==> config.mk <==
export PLATFORM = sky130hd
export DESIGN_NAME = snow64_ext_dat_acc_burst_ctrl
export DESIGN_NICKNAME = d
export VERILOG_FILES = /design/src/rtl/snow64_ext_dat_acc_burst_ctrl.sv
export SDC_FILE = /design/constraint.sdc
export NUM_CORES = 2
export LEC_CHECK = 0
export ABC_CLOCK_PERIOD_IN_PS = 38900
export CAP_MARGIN = 20
export CORE_AREA = 10 10 458 282
export CTS_CLUSTER_DIAMETER = 200
export DETAILED_ROUTE_END_ITERATION = 12
export DIE_AREA = 0 0 468 292
export GPL_TIMING_DRIVEN = 0
export PLACE_DENSITY = 0.56
export SLEW_MARGIN = 20
export SYNTH_ARGS = -nofsm -noshare
export SYNTH_HDL_FRONTEND = slang
export SYNTH_SLANG_ARGS = --single-unit
==> constraint.sdc <==
create_clock -name clk -period 38.9 [get_ports clk]
set_input_delay 7.78 -clock clk [delete_from_list [all_inputs] [get_ports clk]]
set_output_delay 7.78 -clock clk [all_outputs]
set_load 0.02 [all_outputs]
==> src/rtl/snow64_ext_dat_acc_burst_ctrl.sv <==
// snow64_ext_dat_acc_burst_ctrl
//   Splits one 256-bit CPU line access into four 64-bit beats on a
//   valid/ready memory bus. Read beats are reassembled into a full line.
//   Only one line transaction is in flight, with at most one beat outstanding.
//
// Ports
//   clk, rst              clock, asynchronous active-high reset
//   in_req                CPU request strobe (taken only while idle)
//   in_access_type        0 = read, 1 = write
//   in_addr               line address (low 5 bits ignored)
//   in_data               write line
//   out_busy              transaction in progress
//   out_data              last completed read line
//   out_mem_req/we/addr/wdata   beat request toward memory
//   in_mem_ready          beat accepted when out_mem_req && in_mem_ready
//   in_mem_rvalid/rdata   read beat return
//   out_timeout           (SNOW64_EXT_DAT_ACC_BURST_CTRL_TIMEOUT_EN only)
//                         sticky watchdog flag
//
// Optional build macro: SNOW64_EXT_DAT_ACC_BURST_CTRL_TIMEOUT_EN adds an
// 8-bit watchdog that abandons a transaction stalled for 255 cycles.

module snow64_ext_dat_acc_burst_ctrl #(
    parameter int ADDR_WIDTH = 64,
    parameter int LINE_WIDTH = 256,
    parameter int BUS_WIDTH  = 64
) (
    input  logic                  clk,
    input  logic                  rst,
    input  logic                  in_req,
    input  logic                  in_access_type,
    input  logic [ADDR_WIDTH-1:0] in_addr,
    input  logic [LINE_WIDTH-1:0] in_data,
    output logic                  out_busy,
    output logic [LINE_WIDTH-1:0] out_data,
    output logic                  out_mem_req,
    output logic                  out_mem_we,
    output logic [ADDR_WIDTH-1:0] out_mem_addr,
    output logic [BUS_WIDTH-1:0]  out_mem_wdata,
`ifdef SNOW64_EXT_DAT_ACC_BURST_CTRL_TIMEOUT_EN
    output logic                  out_timeout,
`endif
    input  logic                  in_mem_ready,
    input  logic                  in_mem_rvalid,
    input  logic [BUS_WIDTH-1:0]  in_mem_rdata
);

    localparam int NUM_BEATS = LINE_WIDTH / BUS_WIDTH;
    localparam int BEAT_W    = $clog2(NUM_BEATS);
    localparam int LINE_OFFS = $clog2(LINE_WIDTH / 8);
    localparam int BEAT_OFFS = $clog2(BUS_WIDTH / 8);
    localparam logic [BEAT_W-1:0] LAST_BEAT = BEAT_W'(NUM_BEATS - 1);

    typedef enum logic [1:0] {IDLE, WR_BEAT, RD_ADDR, RD_WAIT} state_t;

    state_t                           state;
    logic [ADDR_WIDTH-1:LINE_OFFS]    baseHi;
    logic [LINE_WIDTH-1:0]            wrLine;
    logic [LINE_WIDTH-1:0]            rdBuf;
    logic [BEAT_W-1:0]                beat;
    logic [BEAT_W-1:0]                beatNext;
    logic                             accept;

    // The byte offset inside the line is dropped here on purpose.
    logic unusedAddrLow;
    assign unusedAddrLow = &{1'b0, in_addr[LINE_OFFS-1:0]};

    assign beatNext = beat + 1'b1;
    assign accept   = out_mem_req && in_mem_ready;

    // Beat address: line base with the beat index spliced into the offset,
    // so beats wrap inside the line and never carry into the line bits.
    function automatic logic [ADDR_WIDTH-1:0] beatAddr(
        input logic [ADDR_WIDTH-1:LINE_OFFS] hi,
        input logic [BEAT_W-1:0]             b
    );
        return {hi, b, {BEAT_OFFS{1'b0}}};
    endfunction

`ifdef SNOW64_EXT_DAT_ACC_BURST_CTRL_TIMEOUT_EN
    localparam logic [7:0] WDOG_LAST = 8'd254;
    logic [7:0] wdog;
    logic       beatEvent;
    assign beatEvent = accept || (state == RD_WAIT && in_mem_rvalid);
`endif

    always_ff @(posedge clk or posedge rst) begin
        if (rst) begin
            state         <= IDLE;
            baseHi        <= '0;
            wrLine        <= '0;
            rdBuf         <= '0;
            beat          <= '0;
            out_busy      <= 1'b0;
            out_data      <= '0;
            out_mem_req   <= 1'b0;
            out_mem_we    <= 1'b0;
            out_mem_addr  <= '0;
            out_mem_wdata <= '0;
`ifdef SNOW64_EXT_DAT_ACC_BURST_CTRL_TIMEOUT_EN
            wdog          <= '0;
            out_timeout   <= 1'b0;
`endif
        end else begin
            case (state)
                IDLE: begin
                    if (in_req) begin
                        baseHi       <= in_addr[ADDR_WIDTH-1:LINE_OFFS];
                        wrLine       <= in_data;
                        beat         <= '0;
                        out_busy     <= 1'b1;
                        out_mem_req  <= 1'b1;
                        out_mem_we   <= in_access_type;
                        out_mem_addr <= beatAddr(in_addr[ADDR_WIDTH-1:LINE_OFFS], '0);
`ifdef SNOW64_EXT_DAT_ACC_BURST_CTRL_TIMEOUT_EN
                        wdog         <= '0;
                        out_timeout  <= 1'b0;
`endif
                        if (in_access_type) begin
                            state         <= WR_BEAT;
                            out_mem_wdata <= in_data[BUS_WIDTH-1:0];
                        end else begin
                            state <= RD_ADDR;
                        end
                    end
                end

                WR_BEAT: begin
                    if (accept) begin
                        if (beat == LAST_BEAT) begin
                            state       <= IDLE;
                            out_busy    <= 1'b0;
                            out_mem_req <= 1'b0;
                            out_mem_we  <= 1'b0;
                        end else begin
                            beat          <= beatNext;
                            out_mem_addr  <= beatAddr(baseHi, beatNext);
                            out_mem_wdata <= wrLine[BUS_WIDTH*int'(beatNext) +: BUS_WIDTH];
                        end
                    end
                end

                RD_ADDR: begin
                    if (accept) begin
                        state       <= RD_WAIT;
                        out_mem_req <= 1'b0;
                    end
                end

                RD_WAIT: begin
                    if (in_mem_rvalid) begin
                        rdBuf[BUS_WIDTH*int'(beat) +: BUS_WIDTH] <= in_mem_rdata;
                        if (beat == LAST_BEAT) begin
                            // Final beat goes straight into out_data alongside the buffer.
                            out_data <= {in_mem_rdata, rdBuf[LINE_WIDTH-BUS_WIDTH-1:0]};
                            state    <= IDLE;
                            out_busy <= 1'b0;
                        end else begin
                            beat         <= beatNext;
                            state        <= RD_ADDR;
                            out_mem_req  <= 1'b1;
                            out_mem_addr <= beatAddr(baseHi, beatNext);
                        end
                    end
                end

                default: state <= IDLE;
            endcase

`ifdef SNOW64_EXT_DAT_ACC_BURST_CTRL_TIMEOUT_EN
            // Placed after the case so an expiry overrides the FSM's choice.
            if (state != IDLE) begin
                if (beatEvent) begin
                    wdog <= '0;
                end else if (wdog == WDOG_LAST) begin
                    state       <= IDLE;
                    out_busy    <= 1'b0;
                    out_mem_req <= 1'b0;
                    out_mem_we  <= 1'b0;
                    out_timeout <= 1'b1;
                    wdog        <= '0;
                end else begin
                    wdog <= wdog + 1'b1;
                end
            end
`endif
        end
    end

endmodule
==> results by group <==
STA
  • RSZ-0062 raised after global routing: false
  • Max Slew Vio Count: 0
  • Clock period minus final worst setup slack: 9.97 ns
  • Final period utilization: 0.256
  • Hold slack final: 0.476 ns
  • Worst Clk Skew: 0.0355 ns
  • Fin Setup TNS: 0 ns
  • Slew margin rel.: 0.250
  • Worst-margin pin slew: 1.12 ns
  • Final Hold Violating Endpoints: 0
  • FMAX: 0.100 GHz
  • Final Setup Violations: 0

Run status
  • Status: completed

Clocking
  • Post-CTS Setup Inserts: 0
  • CTS clk-pin slew, worst paths: 0.06 ns
  • CTS Buf Count: 92
  • Hold_buf cts: 0
  • Post-CTS Resized: 0
  • CTS tree: yes
  • CTS Root Cell: clkbuf_16
  • Worst skew pair latency: 0.68 ns
  • Clock Path Buffers: 3
  • Htree depth: 3
  • CTS sink count: 893

Floorplanning
  • FP Rows: 99
  • Io pins: 777
  • Initial Utilization: 0.298
  • Core area: 121,000 sq um
  • Die Wd: 468 um
  • Die Ht: 292 um
  • Die area: 137,000 sq um

Placement
  • IO Port Bufs: 768
  • Final HPWL DP: 96,900 um
  • Routability Congestion: 0.796

Global routing
  • Largest net degree at the start of global routing: 104
  • GRT Overall Usage: 0.179
  • GRT overflow: 0
  • Initial antenna violation count: 37
  • Number of global-route vias before repair: 24,500
  • First-pass GRT wire length: 182,000 um

Run
  • Max Cap Viol: 0

Drt
  • Avg WL per Cell: 25.5 um
  • Initial drt markers: 1,342
  • Number of routed nets with antenna violations: 0
  • DR vias: 23,700
  • Final WL: 127,000 um
  • Vias per cell: 4.74
  • 1st-pass router iterations: 5
  • DRC viols: 0

Synth
  • Synth unique cells: 37
  • Syn avg cell area: 15.0 sq um
  • Post-synth EDFFs: 0
  • Predominant post-synthesis flop cell: dfrtp_1
  • Number of synthesized register bits: 893
  • Mapped Cells: 2,393
  • Post-synthesis sequential area ratio: 0.622
  • Post-Syn Area: 36,000 sq um
  • Ys Warns: 0
  • Asr flop ratio synth: 1.00

Power and ir drop
  • Tot Pwr: 1.95 mW
  • Worst vdd ir: 35.6 uV
  • LEAKAGE: 23.3 nW
  • Pwr per Cell Area: 39.6 nW/um^2

Finish
  • Layout area overhead: 36.9%
  • Layout cell share with drive strength beyond 1: 0.269
  • Layout Nets: 3,671

Worst setup path
  • Crit Path Max Fanout: 97
  • Startpoint Class: primary input
  • CP Class: in -> async
  • Worst Path Arrival: 10.73 ns
  • Required time of the critical path: 39.66 ns
  • Critical path capture point type: asynchronous set/reset pin

Worst hold path
  • Worst Hold Class: reg -> reg
[through the flow]
step | utilization | area (sq um) | worst slack, ns | std cells
2_1_floorplan | - | 36000 | 6.02 | 2395
3_3_place_gp | 0.379 | 45700 | -6.61 | 4779
3_5_place_dp | 0.381 | 46000 | 28.16 | 4790
4_1_cts | 0.408 | 49200 | 28.90 | 4961
5_1_grt | 0.408 | 49200 | 28.61 | 4981
6_report | 0.409 | 49200 | 28.93 | 4986
[worst paths after layout]
kind / startpoint / endpoint / slack [ns] / cells after the start
worst max register to register: beat[0] / rdBuf[84] / 35.25 / 7
max in group clk: in_mem_rvalid / rdBuf[84] / 29.01 / 5
worst min register to register: out_mem_addr[8] / out_mem_addr[8] / 0.48 / 2
min in group asynchronous: rst / out_data[233] / 7.56 / 2
worst min-delay path: out_mem_addr[8] / out_mem_addr[8] / 0.48 / 2
worst max-delay path: rst / out_mem_addr[19] / 28.93 / 6
[cells in the mapped netlist (all sizes together), types with 8 or more instances]
cell type / number / area share
mux2i: 189 / 0.053
or2b: 10 / 0.0021
o221ai: 64 / 0.016
ha: 13 / 0.0045
mux2: 638 / 0.20
clkbuf: 68 / 0.0071
o21ai: 66 / 0.0092
nand2: 66 / 0.0069
inv: 8 / 0.00084
a22o: 192 / 0.047
buf: 98 / 0.015
dfrtp: 893 / 0.62
nand2b: 56 / 0.0097
[critical path, cell delays in order]
cell,delay (ns)
clkdlybuf4s50_1,0.49
inv_8,0.44
buf_16,0.42
buf_16,0.41
buf_16,0.44
buf_16,0.40
[state kept, by name (all words and copies together) (netlist names)]
signal         flops
baseHi            59
beat               1
out_busy           1
out_data         256
out_mem_addr      60
out_mem_req        1
out_mem_wdata     64
out_mem_we         1
rdBuf            192
state              2
wrLine           256
[cell type report]
type                       count  area, sq um
fill                       11300        71300
sequential                   893        22300
multi-input combinational   1328        12800
timing repair buffer         779         7960
clock buffer                 133         2710
tap                         1616         2020
buffer                       166          802
clock inverter                38          509
antenna                       25         62.6
inverter                       8         37.5
[power breakdown]
| part | total [mW] | internal [mW] | leakage (nW) | switching, mW |
|---|---|---|---|---|
| Sequential | 0.929 | 0.929 | 12.5 | 0 |
| Combinational | 0.0757 | 0.0404 | 9.19 | 0.0352 |
| Clock | 0.948 | 0.548 | 1.60 | 0.400 |
| Total | 1.95 | 1.52 | 23.3 | 0.435 |
[kinds of logic after synthesis]
kind of cell | Yosys count | synth area share
flip-flops | 893 | 0.622
multiplexers | 827 | 0.253
adder cells (fa/ha/maj) | 13 | 0.00452
other | 1 | 0.000104
AO/OA/AOI/OAI | 332 | 0.0736
AND/OR/NAND/NOR | 153 | 0.0237
buffers and inverters | 174 | 0.0231
[cells in the final DEF, fill, tap and decap left out, types with 26 or more instances in the layout]
master           netlist  layout
a22o_1               192     192
buf_2                 81      82
clkbuf_1              68      83
clkbuf_16              0      92
clkdlybuf4s50_1        0     768
dfrtp_1              893     893
mux2_2               621     621
mux2i_1              189     189
nand2_1               66      66
nand2b_1              56      56
o21ai_0               40      40
o21ai_1               26      26
o221ai_1              64      64
[per-layer routing]
| metal | vias up | part of all wire | global-route usage |
|---|---|---|---|
| met1 | 12400 | 0.44 | 0.238 |
| met3 | 197 | 0.043 | 0.0375 |
| met4 | 14 | 0.033 | 0.0721 |
| met5 | - | 0.00086 | 0 |
| met2 | 475 | 0.48 | 0.285 |
| li1 | 10600 | - | - |
Note: power is estimated with default switching activity, not from simulation.
